<file path="config.mk">
export PLATFORM = sky130hd
export DESIGN_NAME = uart_tx_param
export DESIGN_NICKNAME = d
export VERILOG_FILES = /design/src/rtl/uart_pkg.sv /design/src/rtl/uart_fifo.sv /design/src/rtl/uart_tx_param.sv
export SDC_FILE = /design/constraint.sdc
export NUM_CORES = 1
export LEC_CHECK = 0
export BUFFER_PORTS_ARGS = -buffer_cell sky130_fd_sc_hd__buf_2
export CAP_MARGIN = 40
export CORE_AREA = 2 2 109 132
export DETAILED_ROUTE_END_ITERATION = 8
export DIE_AREA = 0 0 111 134
export MAX_ROUTING_LAYER = met4
export PLACE_DENSITY = 0.84
export SYNTH_ARGS = -nofsm -noshare
export SYNTH_HDL_FRONTEND = slang
export SYNTH_HIERARCHICAL = 1
export SYNTH_SLANG_ARGS = --single-unit
</file>
<file path="constraint.sdc">
create_clock -name clk -period 3.8 [get_ports clk]
set_clock_uncertainty 0.05 [all_clocks]
set_input_delay 0.19 -clock clk [delete_from_list [all_inputs] [get_ports clk]]
set_output_delay 0.19 -clock clk [all_outputs]
set_load 0.02 [all_outputs]
</file>
<file path="src/rtl/uart_pkg.sv">
// Shared UART definitions: parity codes, transmitter FSM encoding and the
// baud divider calculation used by both the transmit and receive paths.
package uart_pkg;

  localparam int PAR_NONE = 0;
  localparam int PAR_EVEN = 1;
  localparam int PAR_ODD  = 2;

  typedef enum logic [2:0] {
    ST_IDLE,
    ST_START,
    ST_DATA,
    ST_PARITY,
    ST_STOP
  } tx_state_t;

  // Clock cycles per oversample tick; truncating division.
  function automatic int calc_div(input int clk_hz, input int baud, input int oversample);
    return clk_hz / (baud * oversample);
  endfunction

endpackage

</file>
<file path="src/rtl/uart_fifo.sv">
// Synchronous FIFO with first-word-fall-through read, so the head word is
// available in the same cycle the consumer decides to pop it.
module uart_fifo #(
  parameter int WIDTH = 8,
  parameter int DEPTH = 16
) (
  input  logic                   clk,
  input  logic                   reset,
  input  logic                   push,
  input  logic [WIDTH-1:0]       wr_data,
  input  logic                   pop,
  output logic [WIDTH-1:0]       rd_data,
  output logic                   full,
  output logic                   empty,
  output logic [$clog2(DEPTH):0] count
);

  localparam int AW = $clog2(DEPTH);

  logic [WIDTH-1:0] mem [DEPTH];
  logic [AW:0]      wr_ptr_reg;
  logic [AW:0]      rd_ptr_reg;
  logic             do_push;
  logic             do_pop;

  // Pointers carry one extra wrap bit, so their difference is the fill level.
  assign count   = wr_ptr_reg - rd_ptr_reg;
  assign full    = (count == (AW+1)'(DEPTH));
  assign empty   = (count == '0);
  assign do_push = push && !full;
  assign do_pop  = pop && !empty;
  assign rd_data = mem[rd_ptr_reg[AW-1:0]];

  always_ff @(posedge clk) begin
    if (do_push) begin
      mem[wr_ptr_reg[AW-1:0]] <= wr_data;
    end
  end

  always_ff @(posedge clk or posedge reset) begin
    if (reset) begin
      wr_ptr_reg <= '0;
      rd_ptr_reg <= '0;
    end else begin
      if (do_push) wr_ptr_reg <= wr_ptr_reg + 1'b1;
      if (do_pop)  rd_ptr_reg <= rd_ptr_reg + 1'b1;
    end
  end

endmodule

</file>
<file path="src/rtl/uart_tx_param.sv">
// Parametrised UART transmitter: free-running oversample tick generator,
// TX FIFO with valid/ready input, and a frame FSM driving a registered TXD.
module uart_tx_param
  import uart_pkg::*;
#(
  parameter int CLK_HZ     = 100_000_000,
  parameter int BAUD       = 9600,
  parameter int OVERSAMPLE = 16,
  parameter int DATA_BITS  = 8,
  parameter int PARITY     = 0,
  parameter int STOP_BITS  = 1,
  parameter int FIFO_DEPTH = 16
) (
  input  logic                        clk,
  input  logic                        reset,
  input  logic                        i_valid,
  input  logic [DATA_BITS-1:0]        i_data,
  output logic                        o_ready,
  output logic                        o_txd,
  output logic                        o_busy,
  output logic                        o_done,
  output logic [$clog2(FIFO_DEPTH):0] o_fifo_count
);

  localparam int DIV = calc_div(CLK_HZ, BAUD, OVERSAMPLE);
  localparam int DW  = (DIV > 1) ? $clog2(DIV) : 1;
  localparam int TW  = (OVERSAMPLE > 1) ? $clog2(OVERSAMPLE) : 1;
  localparam int BW  = 4;

  if (DATA_BITS < 5 || DATA_BITS > 9 || (STOP_BITS != 1 && STOP_BITS != 2) ||
      PARITY < 0 || PARITY > 2 || DIV < 1 || OVERSAMPLE < 1 || FIFO_DEPTH < 2 ||
      (FIFO_DEPTH & (FIFO_DEPTH - 1)) != 0) begin : g_param_check
    $error("uart_tx_param: invalid parameter combination");
  end

  logic [DW-1:0]        div_cnt_reg;
  logic                 br_tick;
  tx_state_t            state_reg, state_next;
  logic [TW-1:0]        tick_reg, tick_next;
  logic [BW-1:0]        bit_reg, bit_next;
  logic [DATA_BITS-1:0] shift_reg, shift_next;
  logic [DATA_BITS-1:0] line_sel;
  logic                 txd_reg, txd_next;
  logic                 done_reg, done_next;
  logic                 bit_end;
  logic                 fifo_pop;
  logic                 fifo_full;
  logic                 fifo_empty;
  logic [DATA_BITS-1:0] fifo_data;

  uart_fifo #(
    .WIDTH (DATA_BITS),
    .DEPTH (FIFO_DEPTH)
  ) u_fifo (
    .clk     (clk),
    .reset   (reset),
    .push    (i_valid),
    .wr_data (i_data),
    .pop     (fifo_pop),
    .rd_data (fifo_data),
    .full    (fifo_full),
    .empty   (fifo_empty),
    .count   (o_fifo_count)
  );

  // Tick generator is never re-aligned to a frame; the start bit absorbs the slip.
  assign br_tick = (div_cnt_reg == DW'(DIV - 1));

  always_ff @(posedge clk or posedge reset) begin
    if (reset)        div_cnt_reg <= '0;
    else if (br_tick) div_cnt_reg <= '0;
    else              div_cnt_reg <= div_cnt_reg + 1'b1;
  end

  assign bit_end = br_tick && (tick_reg == TW'(OVERSAMPLE - 1));

  always_ff @(posedge clk or posedge reset) begin
    if (reset) begin
      state_reg <= ST_IDLE;
      tick_reg  <= '0;
      bit_reg   <= '0;
      shift_reg <= '0;
      txd_reg   <= 1'b1;
      done_reg  <= 1'b0;
    end else begin
      state_reg <= state_next;
      tick_reg  <= tick_next;
      bit_reg   <= bit_next;
      shift_reg <= shift_next;
      txd_reg   <= txd_next;
      done_reg  <= done_next;
    end
  end

  always_comb begin
    state_next = state_reg;
    tick_next  = tick_reg;
    bit_next   = bit_reg;
    shift_next = shift_reg;
    fifo_pop   = 1'b0;
    done_next  = 1'b0;
    txd_next   = 1'b1;
    line_sel   = '0;

    if (state_reg != ST_IDLE && br_tick) begin
      tick_next = bit_end ? '0 : tick_reg + 1'b1;
    end

    // bit_reg indexes data bits in DATA and counts stop bits in STOP.
    case (state_reg)
      ST_IDLE: begin
        if (!fifo_empty) begin
          fifo_pop   = 1'b1;
          shift_next = fifo_data;
          tick_next  = '0;
          bit_next   = '0;
          state_next = ST_START;
        end
      end
      ST_START: begin
        if (bit_end) begin
          bit_next   = '0;
          state_next = ST_DATA;
        end
      end
      ST_DATA: begin
        if (bit_end) begin
          if (bit_reg == BW'(DATA_BITS - 1)) begin
            bit_next   = '0;
            state_next = (PARITY != PAR_NONE) ? ST_PARITY : ST_STOP;
          end else begin
            bit_next = bit_reg + 1'b1;
          end
        end
      end
      ST_PARITY: begin
        if (bit_end) begin
          bit_next   = '0;
          state_next = ST_STOP;
        end
      end
      ST_STOP: begin
        if (bit_end) begin
          if (bit_reg == BW'(STOP_BITS - 1)) begin
            bit_next   = '0;
            done_next  = 1'b1;
            state_next = ST_IDLE;
          end else begin
            bit_next = bit_reg + 1'b1;
          end
        end
      end
      default: state_next = ST_IDLE;
    endcase

    // Line value follows the state being entered, so TXD changes with the state.
    line_sel = shift_next >> bit_next;
    case (state_next)
      ST_START:  txd_next = 1'b0;
      ST_DATA:   txd_next = line_sel[0];
      ST_PARITY: txd_next = (PARITY == PAR_ODD) ? ~(^shift_next) : ^shift_next;
      default:   txd_next = 1'b1;
    endcase
  end

  assign o_ready = !fifo_full;
  assign o_txd   = txd_reg;
  assign o_busy  = (state_reg != ST_IDLE);
  assign o_done  = done_reg;

endmodule
</file>
* Word level (Yosys, flattened, before mapping) *
Memories as Yosys holds them, arrays and structs flattened.
Cells that the tools add are included.

word-level totals
  output and inout bits = 9
  memories = 1
  flip-flop bits (word level) = 41
  RAM bits = 128
  input bits = 11

operators by class
  equal/unequal tests = 11
  multiplexer cells = 30
  $add $sub $neg = 6
  reductions and logical operators = 12
  shifts and indexed selects = 1

memory list
  name        depth  width  rd ports  clocked after Yosys merged registers in  write ports  line             source
  u_fifo.mem  16     8      1         0                                        1            uart_fifo.sv:20  logic [WIDTH-1:0] mem [DEPTH];

operator list
  operator                                                          count
  4-bit 2-to-1 mux                                                  10
  3-bit 2-to-1 mux                                                  7
  8-bit 2-to-1 mux                                                  2
  4-bit one-hot mux with 4 select lines                             1
  3-bit one-hot mux with 5 select lines                             1
  3-bit by 2-bit == test with 1-bit output (second input constant)  4
  10-bit by 1-bit adder with 10-bit output (second input constant)  1
  5-bit by 1-bit adder with 5-bit output (second input constant)    2
  10-bit == test (second input constant)                            1
  10-bit 2-to-1 mux                                                 1
  4-bit by 1-bit adder with 4-bit output (second input constant)    2
  8-bit XOR reduction                                               1
  8-bit by 4-bit right shift with 1-bit output                      1
  1-bit 2-to-1 mux                                                  7
  3-bit by 1-bit == test with 1-bit output (second input constant)  2
  5-bit == test (second input constant)                             1
  5-bit zero test                                                   1
  5-bit subtractor                                                  1
  4-bit by 3-bit == test with 1-bit output (second input constant)  1
  4-bit == test (second input constant)                             1
  1-bit logical AND                                                 4
  4-bit zero test                                                   1
  3-bit == test (second input constant)                             1
  3-bit zero test                                                   1
  other kinds (4)                                                   5

* Depth between registers and ports, before layout *
  depth in word-level cells = 6
  depth in mapped cells = 16
  depth with buffers taken out = 14

* By module *
The synthesis kept the hierarchy.

modules (own cells, without submodules)
  module         cells an instance  instances  seq. area each (um2)  area each (um2)
  uart_fifo      308                1          4093.9                5686.7
  uart_tx_param  176                1          777.0                 1809.2

* Worst setup path after synthesis *
Ideal clock, no wire load.

  path type = register -> register
  start point = register u_fifo.rd_ptr_reg[2]
  end point = register txd_reg, in the netlist o_txd
  path buffers = 3
  data required time = 3.652 ns
  arrival time = 4.149 ns
  stages on the path, launching flop included = 16
  setup time = 0.098 ns
  path slack = -0.497 ns
  clock period less this slack = 4.297 ns
  cell sequence = dfrtp_1 buf_2 buf_1 inv_1 clkbuf_1 ha_1 xor2_1 a211o_1 a2bb2oi_2 or4b_2 nand2_1 a21boi_0 a211o_1 nand2_1 mux4_2 o311ai_1

on the way
  word-level cells in the longest chain between the ends = 6

RTL lines
  element                                       line                  source
  from (decl)                                   uart_fifo.sv:22       logic [AW:0] rd_ptr_reg;
  from (signal assigned)                        uart_fifo.sv:46       if (do_pop) rd_ptr_reg <= rd_ptr_reg + 1'b1;
  5-bit subtractor                              uart_fifo.sv:27       assign count = wr_ptr_reg - rd_ptr_reg;
  via o_fifo_count[2]                           uart_tx_param.sv:22   output logic [$clog2(FIFO_DEPTH):0] o_fifo_count
  5-bit zero test                               uart_fifo.sv:29       assign empty = (count == '0);
  via fifo_empty                                uart_tx_param.sv:48   logic fifo_empty;
  4-bit 2-to-1 mux                              uart_tx_param.sv:112  if (!fifo_empty) begin
  4-bit one-hot mux with 4 select lines         uart_tx_param.sv:110  case (state_reg)
  via bit_next[0]                               uart_tx_param.sv:40   logic [BW-1:0] bit_reg, bit_next;
  8-bit by 4-bit right shift with 1-bit output  uart_tx_param.sv:157  line_sel = shift_next >> bit_next;
  1-bit one-hot mux with 3 select lines         uart_tx_param.sv:158  case (state_next)
  via txd_next                                  uart_tx_param.sv:43   logic txd_reg, txd_next;
  to (signal assigned)                          uart_tx_param.sv:90   txd_reg <= txd_next;
  to (decl)                                     uart_tx_param.sv:43

The timed path passes the listed nets, and every way through them passes these cells.
A chain may end at the register's enable or synchronous reset.

* Worst setup path in the final report *
  start point = register u_fifo.rd_ptr_reg[0]
  end point = register txd_reg, in the netlist o_txd

on the way
  word-level cells in the longest chain between the ends = 6

RTL lines
  element                                                               line
  5-bit subtractor *                                                    uart_fifo.sv:27
  5-bit zero test *                                                     uart_fifo.sv:29
  via fifo_empty                                                        uart_tx_param.sv:48
  4-bit 2-to-1 mux (tied with other cells)                              uart_tx_param.sv:112
  4-bit one-hot mux with 4 select lines (tied with other cells)         uart_tx_param.sv:110
  8-bit by 4-bit right shift with 1-bit output (tied with other cells)  uart_tx_param.sv:157
  1-bit one-hot mux with 3 select lines *                               uart_tx_param.sv:158
  via txd_next                                                          uart_tx_param.sv:43

Mark *: on every way through the listed nets, which the timed path passes. The rest lies on a longest branch.

==> impl_metrics.py <==
metrics = {
    "synthesis": {
        "synth.avg_cell_area_um2": 15.5,
        "synth_edf_count": 128,
        "synth_warnings": 6,
        "syn_inst": 484,
        "async_flop_share_pct": 24.3,
        "syn-num-nets": 510,
        "synth_top_family_by_area": "multiplexers",
        "ys.flop_type": "edfxtp_1",
        "synth_cell_types": 67,
        "synth.top_cell.area_share_pct": 51.3,
        "syn_area_um2": 7500,
        "synthMuxAreaShare_pct": 11.5,
        "yosys.area_share.simple_pct": 10.4,
        "synth_fa_ha_area_share_pct": 2.60,
        "synth_xor_area_share_pct": 3.10,
        "synth_top_area_cell": "edfxtp_1",
        "synth_area_leaders": "edfxtp_1 (51%), dfrtp_1 (13%), mux4_2 (9.9%)",
        "ys_ff_latch": 169,
        "synth-compound-area-share_pct": 4.81,
        "synth_seq_area_share_pct": 65.0,
    },
    "setup_path": {
        "rr_worst_depth": 14,
        "setup.worst_path.class": "flip-flop to flip-flop",
        "crit_arrival_ns": 3.97,
        "crit_chain": "ha_4 -> inv_2 -> fa_2 -> nand3b_1 -> a211o_1 -> a2bb2oi_4 -> or4b_4 -> nand2_2 -> a21boi_1 -> a211o_1 -> buf_6 -> o211a_1 -> or4b_4 -> o311ai_2",
        "cp_slowest_cell": "or4b_4",
        "path_max_fanout": 3,
        "start_kind": "flip-flop",
        "max_stage_delay_ns": 0.51,
        "endpoint_kind": "flip-flop",
        "required_ns": 4.08,
    },
    "clocking": {
        "cts.sinks": 169,
        "clkLatencyLatePin_ns": 0.43,
        "htreeDepth": 4,
        "clk_path_buf_depth": 2,
        "clockRootBuffer": "clkbuf_16",
        "numCtsBuffers": 17,
        "clk_pin_slew_worst_paths_ns": 0.06,
        "cts_tree": "done",
    },
    "placed_design": {
        "port-buffer-count": 19,
        "finalWeightedCongestion": 0.853,
        "dp_hpwl_um": 9940,
    },
    "grt": {
        "overflow": 0,
        "grt_pass1_wl_um": 24100,
        "grt_pass1_vias": 4437,
        "grtUsageTotal_pct": 22.5,
        "antenna_found_initial": 0,
        "grt_max_degree": 36,
    },
    "floorplanning": {
        "core-area_um2": 13600,
        "row_count": 47,
        "fp.dieH_um": 134,
        "die_area_um2": 14900,
        "die_w_um": 111,
        "initial_core_util_pct": 55.2,
        "pin_count": 20,
    },
    "layout": {
        "diodes": 0,
        "multi_input_area_um2": 2520,
        "regArea_um2": 4870,
        "drive_gt1_share_pct": 26.1,
        "syn2layout_area_growth_pct": 14.4,
        "nets": 554,
        "filler_cell_count": 877,
        "largest_reg_flops": 128,
    },
    "sta": {
        "rsz0062_at_grt": "true",
        "fmax_ghz": 0.271,
        "final-hold-violation-count": 0,
        "fin_crit_ns": 3.69,
        "setup_viol": 0,
        "timing.final.crit_share_pct": 97.0,
        "tightest_slew_ns": 0.681,
        "slew_headroom_pct": 54.6,
        "tns_ns": 0,
        "slew_viol_final": 0,
        "hold_slack_ns": 0.108,
    },
    "drt": {
        "dr_total_vias": 4327,
        "routed_wl_um": 15400,
        "drtIter0Drc": 418,
        "dr.pass1.iters": 5,
        "route.detailed.drc": 0,
        "post_drt_wl_per_cell_um": 21.6,
        "vias_per_cell": 6.08,
        "ant_nets": 0,
    },
    "power_and_ir_drop": {
        "powerDensity_nw_per_um2": 750,
        "ir_drop_mv": 0.464,
        "power.leakage_nw": 3.17,
    },
    "run": {
        "drv_cap": 0,
    },
    "worst_hold_path": {
        "hp-class": "input port to flip-flop",
        "min_delay_path_depth": 4,
    },
    "run_status": {
        "status": "completed",
    },
}
## kinds of logic after synthesis
group                    count (synthesis)
flip-flops                             169
AND/OR/NAND/NOR                        143
AO/OA/AOI/OAI                           46
multiplexers                            44
buffers and inverters                   42
XOR/XNOR                                25
adder cells (fa/ha/maj)                 15
## synthesized netlist by cell type (9+ instances only)
cell type	n
a31oi_1	9
and3_1	22
dfrtp_1	40
edfxtp_1	128
ha_1	14
inv_1	20
mux4_2	33
nand2_1	46
nand3_1	12
nor2_1	16
xnor2_1	13
xor2_1	11
## layout make-up
class / count / share of cell area [%]
inverter: 22 / 0.978
clock inverter: 14 / 1.88
tap: 171 / 2.50
timing repair buffer: 44 / 3.37
multi-input combinational: 274 / 29.4
clock buffer: 18 / 5.01
sequential: 169 / 56.8
## repair_timing
| item | CTS | global route |
|---|---|---|
| pin swaps | 1 | 7 |
| setup buffers | 1 | 4 |
| endpoints found under the hold margin | 40 | 0 |
| setup endpoints to repair | 1 | 1 |
| hold buffers | 1 | 0 |
| cloned | 0 | 1 |
| gates resized for setup | 0 | 6 |
## where the power goes
| group | switching (mW) | total (mW) | internal, mW |
|---|---|---|---|
| registers | 0.107 | 2.35 | 2.24 |
| clock network | 0.735 | 1.72 | 0.982 |
| logic | 1.30 | 2.36 | 1.06 |
| total | 2.14 | 6.43 | 4.29 |
## through the flow
stage	utilization (%)	area [µm²]	instances	setup slack, ns	power (mW)
2_1_floorplan	-	7560	484	0.00843	4.09
3_3_place_gp	58.1	7900	673	0.115	4.61
3_5_place_dp	58.1	7900	673	0.0127	4.70
4_1_cts	62.6	8510	707	0.0103	6.44
5_1_grt	63.1	8570	712	-0.0292	6.75
6_report	63.1	8570	712	0.115	6.43
## final timing paths
path | start | endpoint | slack [ns]
worst min-delay path | i_valid | u_fifo/wr_ptr_reg[3] | 0.11
worst max-delay path | u_fifo/rd_ptr_reg[0] | o_txd | 0.11
min in group asynchronous | reset | u_fifo/rd_ptr_reg[4] | 0.25
worst min register to register | u_fifo/wr_ptr_reg[4] | u_fifo/wr_ptr_reg[4] | 0.44
worst max register to register | u_fifo/rd_ptr_reg[0] | o_txd | 0.11
max in group asynchronous | reset | o_txd | 3.02
## worst max-delay path, delay by kind of cell, from the launching register on
family	cells	cell delay, ns
buffers and inverters	2	0.19
AOI/OAI and AO/OA	6	1.07
DFF	1	0.42
adders and majority gates	2	0.61
and+or+nand+nor	4	1.25
## layout by cell type (no fill, tap or decap), types with 5 or more instances in the layout
cell,count
edfxtp_1,128
nand2_1,44
dfrtp_1,39
mux4_2,33
buf_4,23
and3_1,22
buf_2,19
inv_1,18
clkbuf_16,17
nor2_1,16
xnor2_1,13
nand3_1,12
ha_1,12
xor2_1,10
a31oi_1,9
mux2i_1,8
a21oi_1,8
o21ai_0,8
nor3_1,7
nand3b_1,5
and2_1,5
clkinv_4,5
## per-layer routing
layer	track usage, %	up-vias	routed length, µm
met3	4.16	31	755
met5	-	-	0
met4	8.61	0	385
met1	25.7	2217	5670
li1	-	1928	-
met2	39.6	151	8570
Power figures use the tool's default switching activity.
